--- src/rtl/tx_dsc_reader_pkg.sv ---
// Shared TX descriptor ring constants and the descriptor record carried on the output stream.
// Host descriptors are little-endian: bytes 0-7 buffer address, bytes 8-11 length.
package tx_dsc_reader_pkg;

    localparam int unsigned TX_DSC_BYTES = 64;
    localparam int unsigned TX_DSC_SHIFT = 6;
    localparam int unsigned TX_BEAT_W    = 512;

    typedef struct packed {
        logic [31:0] length;
        logic [63:0] addr;
    } tx_dsc_t;

    localparam int unsigned TX_DSC_W = $bits(tx_dsc_t);

    function automatic tx_dsc_t tx_dsc_unpack(input logic [TX_BEAT_W-1:0] beat);
        tx_dsc_t d;
        d.addr   = beat[63:0];
        d.length = beat[95:64];
        return d;
    endfunction

endpackage

--- src/rtl/tx_dsc_reader_fifo.sv ---
// Synchronous first-word-fall-through FIFO with occupancy count and synchronous clear.
// DEPTH must be a power of two, at least 2.
module tx_dsc_fifo #(
    parameter int unsigned DEPTH = 16,
    parameter int unsigned WIDTH = 96
) (
    input  logic                     clk_i,
    input  logic                     rst_n_i,
    input  logic                     clr_i,
    input  logic                     push_i,
    input  logic [WIDTH-1:0]         din_i,
    input  logic                     pop_i,
    output logic [WIDTH-1:0]         dout_o,
    output logic                     valid_o,
    output logic [$clog2(DEPTH):0]   count_o
);

    localparam int unsigned AW = $clog2(DEPTH);
    localparam logic [AW:0] FULL_CNT = DEPTH[AW:0];

    logic [WIDTH-1:0] mem_q [DEPTH];
    logic [AW-1:0]    wr_ptr_q, wr_ptr_d, rd_ptr_q, rd_ptr_d;
    logic [AW:0]      count_q, count_d;
    logic             do_push, do_pop;

    assign do_push = push_i && (count_q != FULL_CNT);
    assign do_pop  = pop_i && (count_q != '0);

    always_comb begin
        wr_ptr_d = wr_ptr_q;
        rd_ptr_d = rd_ptr_q;
        count_d  = count_q;
        if (clr_i) begin
            wr_ptr_d = '0;
            rd_ptr_d = '0;
            count_d  = '0;
        end else begin
            if (do_push) wr_ptr_d = wr_ptr_q + 1'b1;
            if (do_pop)  rd_ptr_d = rd_ptr_q + 1'b1;
            if (do_push && !do_pop)      count_d = count_q + 1'b1;
            else if (!do_push && do_pop) count_d = count_q - 1'b1;
        end
    end

    always_ff @(posedge clk_i or negedge rst_n_i) begin
        if (!rst_n_i) begin
            wr_ptr_q <= '0;
            rd_ptr_q <= '0;
            count_q  <= '0;
        end else begin
            wr_ptr_q <= wr_ptr_d;
            rd_ptr_q <= rd_ptr_d;
            count_q  <= count_d;
        end
    end

    always_ff @(posedge clk_i) begin
        if (do_push) mem_q[wr_ptr_q] <= din_i;
    end

    assign dout_o  = mem_q[rd_ptr_q];
    assign valid_o = (count_q != '0);
    assign count_o = count_q;

endmodule

--- src/rtl/tx_dsc_reader.sv ---
// TX descriptor ring reader: fetches descriptors between head and the software tail over an
// Avalon-MM burst read master and presents them on a ready/valid stream through a FWFT FIFO.
module tx_dsc_reader
    import tx_dsc_reader_pkg::*;
#(
    parameter int unsigned FIFO_DEPTH = 16,
    parameter int unsigned MAX_BURST  = 8
) (
    input  logic           pcie_clk,
    input  logic           pcie_reset_n,
    input  logic           sw_reset,
    input  logic [63:0]    rb_base_addr,
    input  logic [25:0]    rb_size,
    input  logic           tail_wr,
    input  logic [31:0]    tail_wr_data,
    input  logic           pcie_bas_waitrequest,
    output logic [63:0]    pcie_bas_address,
    output logic           pcie_bas_read,
    output logic [3:0]     pcie_bas_burstcount,
    output logic [63:0]    pcie_bas_byteenable,
    input  logic [511:0]   pcie_bas_readdata,
    input  logic           pcie_bas_readdatavalid,
    input  logic [1:0]     pcie_bas_response,
    output tx_dsc_t        out_dsc_data,
    output logic           out_dsc_valid,
    input  logic           out_dsc_ready,
    output logic [31:0]    head,
    output logic [31:0]    rd_err_cnt
);

    localparam logic [1:0] ST_IDLE = 2'd0;
    localparam logic [1:0] ST_REQ  = 2'd1;
    localparam logic [1:0] ST_DATA = 2'd2;
    localparam int unsigned CW = $clog2(FIFO_DEPTH) + 1;

    logic [1:0]    state_q, state_d;
    logic [31:0]   head_q, head_d, tail_q, tail_d;
    logic [63:0]   addr_q, addr_d;
    logic [3:0]    burst_q, burst_d;
    logic [3:0]    beats_q, beats_d;
    logic [31:0]   err_q, err_d;
    logic          swr_pend_q, swr_pend_d;

    logic [31:0]   ring_mask, pending, to_end, free_slots, len_min;
    logic [3:0]    burst_len;
    logic [CW-1:0] fifo_count;
    logic          fifo_push, fifo_clr, fifo_pop, discard;

    assign ring_mask  = {6'd0, rb_size - 26'd1};
    assign pending    = (tail_q - head_q) & ring_mask;
    assign to_end     = {6'd0, rb_size} - head_q;
    assign free_slots = 32'(FIFO_DEPTH) - 32'(fifo_count);

    // Only one burst is ever outstanding, so in IDLE the free slots already account for in-flight beats.
    always_comb begin
        len_min = pending;
        if (to_end < len_min)            len_min = to_end;
        if (32'(MAX_BURST) < len_min)    len_min = 32'(MAX_BURST);
        if (free_slots < len_min)        len_min = free_slots;
        burst_len = (len_min > 32'd15) ? 4'hF : len_min[3:0];
    end

    assign discard = swr_pend_q || sw_reset;

    always_comb begin
        state_d    = state_q;
        head_d     = head_q;
        tail_d     = tail_q;
        addr_d     = addr_q;
        burst_d    = burst_q;
        beats_d    = beats_q;
        err_d      = err_q;
        swr_pend_d = swr_pend_q;
        fifo_push  = 1'b0;
        fifo_clr   = 1'b0;

        if (tail_wr) tail_d = tail_wr_data & ring_mask;

        case (state_q)
            ST_IDLE: begin
                if (sw_reset) begin
                    head_d   = '0;
                    tail_d   = '0;
                    err_d    = '0;
                    fifo_clr = 1'b1;
                end else if ((pending != '0) && (free_slots != '0)) begin
                    state_d = ST_REQ;
                    addr_d  = rb_base_addr + (64'(head_q) << TX_DSC_SHIFT);
                    burst_d = burst_len;
                end
            end
            ST_REQ: begin
                if (sw_reset) swr_pend_d = 1'b1;
                if (!pcie_bas_waitrequest) begin
                    state_d = ST_DATA;
                    beats_d = '0;
                end
            end
            ST_DATA: begin
                if (sw_reset) swr_pend_d = 1'b1;
                if (pcie_bas_readdatavalid) begin
                    if (pcie_bas_response != 2'b00) begin
                        if (err_q != '1) err_d = err_q + 32'd1;
                    end else if (!discard) begin
                        fifo_push = 1'b1;
                    end
                    beats_d = beats_q + 4'd1;
                    if ((beats_q + 4'd1) == burst_q) begin
                        state_d = ST_IDLE;
                        head_d  = (head_q + 32'(burst_q)) & ring_mask;
                        // A software reset seen during the burst takes effect as the burst retires.
                        if (discard) begin
                            head_d     = '0;
                            tail_d     = '0;
                            err_d      = '0;
                            fifo_clr   = 1'b1;
                            swr_pend_d = 1'b0;
                        end
                    end
                end
            end
            default: state_d = ST_IDLE;
        endcase
    end

    always_ff @(posedge pcie_clk or negedge pcie_reset_n) begin
        if (!pcie_reset_n) begin
            state_q    <= ST_IDLE;
            head_q     <= '0;
            tail_q     <= '0;
            addr_q     <= '0;
            burst_q    <= '0;
            beats_q    <= '0;
            err_q      <= '0;
            swr_pend_q <= 1'b0;
        end else begin
            state_q    <= state_d;
            head_q     <= head_d;
            tail_q     <= tail_d;
            addr_q     <= addr_d;
            burst_q    <= burst_d;
            beats_q    <= beats_d;
            err_q      <= err_d;
            swr_pend_q <= swr_pend_d;
        end
    end

    assign pcie_bas_read       = (state_q == ST_REQ);
    assign pcie_bas_address    = addr_q;
    assign pcie_bas_burstcount = burst_q;
    assign pcie_bas_byteenable = '1;
    assign head                = head_q;
    assign rd_err_cnt          = err_q;
    assign fifo_pop            = out_dsc_valid && out_dsc_ready;

    tx_dsc_fifo #(
        .DEPTH (FIFO_DEPTH),
        .WIDTH (TX_DSC_W)
    ) u_fifo (
        .clk_i   (pcie_clk),
        .rst_n_i (pcie_reset_n),
        .clr_i   (fifo_clr),
        .push_i  (fifo_push),
        .din_i   (tx_dsc_unpack(pcie_bas_readdata)),
        .pop_i   (fifo_pop),
        .dout_o  (out_dsc_data),
        .valid_o (out_dsc_valid),
        .count_o (fifo_count)
    );

endmodule

--- config.mk ---
export PLATFORM = sky130hd
export DESIGN_NAME = tx_dsc_reader
export DESIGN_NICKNAME = d
export VERILOG_FILES = /design/src/rtl/tx_dsc_reader_pkg.sv /design/src/rtl/tx_dsc_reader_fifo.sv /design/src/rtl/tx_dsc_reader.sv
export SDC_FILE = /design/constraint.sdc
export NUM_CORES = 2
export LEC_CHECK = 0
export CAP_MARGIN = 20
export CORE_UTILIZATION = 33
export DETAILED_ROUTE_END_ITERATION = 7
export GPL_TIMING_DRIVEN = 0
export PLACE_DENSITY = 0.49
export SLEW_MARGIN = 5
export SYNTH_ARGS = -nofsm -noshare
export SYNTH_HDL_FRONTEND = slang
export SYNTH_SLANG_ARGS = --single-unit
--- constraint.sdc ---
create_clock -name pcie_clk -period 20.9 [get_ports pcie_clk]
set_input_delay 5.225 -clock pcie_clk [delete_from_list [all_inputs] [get_ports pcie_clk]]
set_output_delay 5.225 -clock pcie_clk [all_outputs]
set_load 0.02 [all_outputs]
==> impl_metrics.csv <==
group,metric,value,unit
outcome,status,"finished, final reports clean",
cells_and_area,nets,5680,
grt,met2_usage,32.54,%
logic_synthesis,synth_flop_cell,"edfxtp_1",
die,die_h,473.5,um
grt,grt_pass1_wl,309.9,mm
logic_synthesis,synth-async-reset-ratio,10.07,%
sta,finalWorstSetupSlack,7.503,ns
die,top_level_ports,937,
worst_setup_path,crit_buf_inv,4,
clock_network,cts_buffers,186,
cells_and_area,final_common_cell,"edfxtp_1",
worst_setup_path,reg2reg_to,"pcie_bas_burstcount[0]$_DFFE_PN0P_",
sta,post-route-min-period,13.40,ns
logic_synthesis,ys.warnings.count,0,
worst_hold_path,holdPathStages,1,
cells_and_area,syn2layout_area_growth,22.11,%
die,die_area,224200,sq um
routing,ant_nets,0,
logic_synthesis,synthCells,4062,
logic_synthesis,synth_top_area_share,62.88,%
worst_setup_path,rr_worst_depth,32,
cells_and_area,final_cell_mix,"1536 x edfxtp_1, 480 x mux4_2, 441 x clkdlybuf4s50_1",
logic_synthesis,synth_seq_area_share,68.75,%
worst_hold_path,worstHoldStart,"pcie_bas_address[0]$_DFFE_PN0P_",
worst_setup_path,critPathCaptureType,"register",
worst_setup_path,critical-path-max-stage-delay,0.67,ns
die,initial_core_util,33.29,%
worst_setup_path,path_max_fanout,7,
routing,first_iter_violations,3268,
power,p_seq_share,36.3,%
grt,grt_pass1_vias,42090,
grt,grt_antenna_before_repair,36,
place,port_buffers,442,
sta,finalClockSkew,0.08048,ns
sta,tightestPinTransition,1.085,ns
power,p_leak,29.64,nW
power,p_sw_share,31.97,%
grt,met3_usage,4.034,%
grt,use_met1,25.33,%
clock_network,h-tree-depth,4,
power,p_sw,0.003429,W
worst_setup_path,reg2reg_slack,12.04,ns
power,clkPwrFrac,29.7,%
clock_network,worstSkewPairLatency,0.85,ns
logic_synthesis,synth-edff-count,1536,
cells_and_area,fillCellCount,20079,
place,place.gp.congestion,0.8501,
grt,grt_max_degree,91,
clock_network,cts.repair.resized,0,
grt,globalRouteOverflowTotal,0,
sta,fmax,74.64,MHz
die,die_w,473.5,um
clock_network,clk_path_buf_depth,3,
clock_network,clk_pin_slew,0.05,ns
power,p_per_area,119.7,nW/um^2
worst_setup_path,cpMaxStageDelayCell,"or4b_2",
clock_network,hold_buffers,0,
logic_synthesis,synth-seq-cells,1708,
clock_network,cts_setup_buffers,0,
clock_network,cts_tree,"built",
cells_and_area,multi_input_comb_area,21820,sq um
sta,slew_violations,0,
grt,grt.total_usage,19.22,%
sta,tns,0,ns
worst_setup_path,r2r-start,"head[9]$_DFFE_PN0P_",
power,p_int,0.007296,W
logic_synthesis,yosys.cell_types.count,84,
logic_synthesis,netlist_area,73360,sq um
sta,rsz0062_at_grt,"false",
power,p_comb_share,34.0,%
clock_network,root_buffer,"clkbuf_16",
worst_hold_path,holdPathEnd,"pcie_bas_address[0]$_DFFE_PN0P_",
sta,finalHoldViolations,0,
logic_synthesis,synth_top_area_cell,"edfxtp_1",
logic_synthesis,netlist_top_cells_area,"edfxtp_1 63%, mux4_2 15%, dfrtp_1 5.9%, ha_1 2.6%, a21oi_1 1.1%",
sta,finalSetupViolCount,0,
worst_setup_path,required,21.61,ns
logic_synthesis,syn_area_per_cell,18.06,sq um
power,peakVddDrop,0.08229,mV
power,p_total,0.01072,W
routing,routed_wl,216.6,mm
worst_setup_path,critical_path.top_delay_family,"simple AND/OR/NAND/NOR gates",
cells_and_area,ff_latch_area,50430,sq um
cells_and_area,utilization,40.65,%
routing,vias_per_cell,5.172,
sta,fin_hold_ws,0.5045,ns
sta,period_share,64.10,%
flow_run,drv_cap,0,
routing,dr_total_vias,41322,
worst_setup_path,cp-start-kind,"input pin",
grt,grt.busiest_layer,"met2",
routing,drc,0,
sta,max_slew_margin,27.69,%
worst_hold_path,hp-class,"reg2reg",
clock_network,clock_sinks,1708,
worst_setup_path,crit_type,"in2reg",
routing,first_pass_iters,5,
place,pre_cts_ws,6.719,ns
die,core_region_area,220400,sq um
routing,wl_per_cell,27.11,um
die,num_rows,172,
worst_setup_path,arrival,14.11,ns
cells_and_area,drive_gt1_share,19.61,%
place,dp_hpwl,141.1,mm
[synthesized netlist by cell type, drive strengths merged, types with 14 or more instances]
master / n
edfxtp: 1536
mux4: 480
dfrtp: 172
a21oi: 157
ha: 155
nand2: 152
o21ai: 144
nor2: 141
clkbuf: 125
buf: 111
inv: 85
nand3: 83
xnor2: 72
a21o: 58
xor2: 55
nand2b: 42
mux2: 40
nand4: 40
and3: 34
and2: 33
nor3: 32
a31oi: 27
or3: 25
nor4: 22
o21bai: 15
a211oi: 14
[power by group through the flow]
stage | combinational (W) | sequential [W] | clock, W
6_report | 0.00364 | 0.00389 | 0.00319
3_5_place_dp | 0.00370 | 0.00397 | 0
2_1_floorplan | 0.00208 | 0.00402 | 0
4_1_cts | 0.00372 | 0.00390 | 0.00327
3_3_place_gp | 0.00357 | 0.00397 | 0
5_1_grt | 0.00391 | 0.00391 | 0.00340
[metrics by stage]
stage / instances / cell area (sq um)
floorplan: 4158 / 73720
global placement: 7558 / 81840
detailed placement: 7642 / 83590
CTS: 7981 / 89490
global route: 7988 / 89570
finish: 7990 / 89570
[worst max-delay path by stage]
stage	from	end	slack, ns	cells past startpoint
2_1_floorplan	rb_size[1]	pcie_bas_burstcount[1]$_DFFE_PN0P_	8.77	29
3_3_place_gp	pcie_bas_response[1]	u_fifo.mem_q[3][12]$_DFFE_PP_	5.94	5
3_5_place_dp	rb_size[0]	pcie_bas_burstcount[0]$_DFFE_PN0P_	6.72	32
4_1_cts	rb_size[0]	pcie_bas_burstcount[0]$_DFFE_PN0P_	7.50	32
5_1_grt	rb_size[1]	pcie_bas_burstcount[0]$_DFFE_PN0P_	6.96	32
6_report	rb_size[0]	pcie_bas_burstcount[0]$_DFFE_PN0P_	7.50	32
[layout make-up]
| class | instances | share of cell area, % |
|---|---|---|
| Antenna cell | 4 | 0.01117 |
| Buffer | 236 | 1.342 |
| Clock buffer | 241 | 5.529 |
| Clock inverter | 98 | 1.057 |
| Inverter | 85 | 0.3562 |
| Multi-Input combinational cell | 2129 | 24.36 |
| Sequential cell | 1708 | 56.30 |
| Tap cell | 2958 | 4.132 |
| Timing Repair Buffer | 531 | 6.910 |
[flip-flops by register name, indices dropped and copies added (netlist names), 5 cells and up]
register          cells
u_fifo.mem_q       1536
pcie_bas_address     64
rd_err_cnt           32
head                 26
tail_q               26
u_fifo.count_o        5
[logic make-up after synthesis]
logic type / after synthesis / synth area share (%)
AND/OR/NAND/NOR: 679 / 4.732
adder cells (fa/ha/maj): 160 / 2.780
flip-flops: 1708 / 68.75
other: 2 / 0.01024
buffers and inverters: 321 / 2.064
AO/OA/AOI/OAI: 532 / 4.563
multiplexers: 533 / 15.59
XOR/XNOR: 127 / 1.516
[worst register-to-register path: cells and delay by family, from the launching register on]
kind | cells | cell delay, ns
buffers and inverters | 2 | 0.45
DFF | 1 | 0.52
muxes | 2 | 0.60
AOI/OAI and AO/OA | 18 | 4.29
and+or+nand+nor | 6 | 1.68
xor gates and xnor gates | 1 | 0.30
adders and majority gates | 3 | 0.96
[routing by layer]
| metal | vias to the layer above | share of wire, % |
|---|---|---|
| met3 | 293 | 6.0 |
| li1 | 18012 | - |
| met4 | 34 | 1.9 |
| met1 | 21827 | 42 |
| met2 | 1156 | 50 |
| met5 | - | 0.096 |
(Power assumes the default switching activity.)
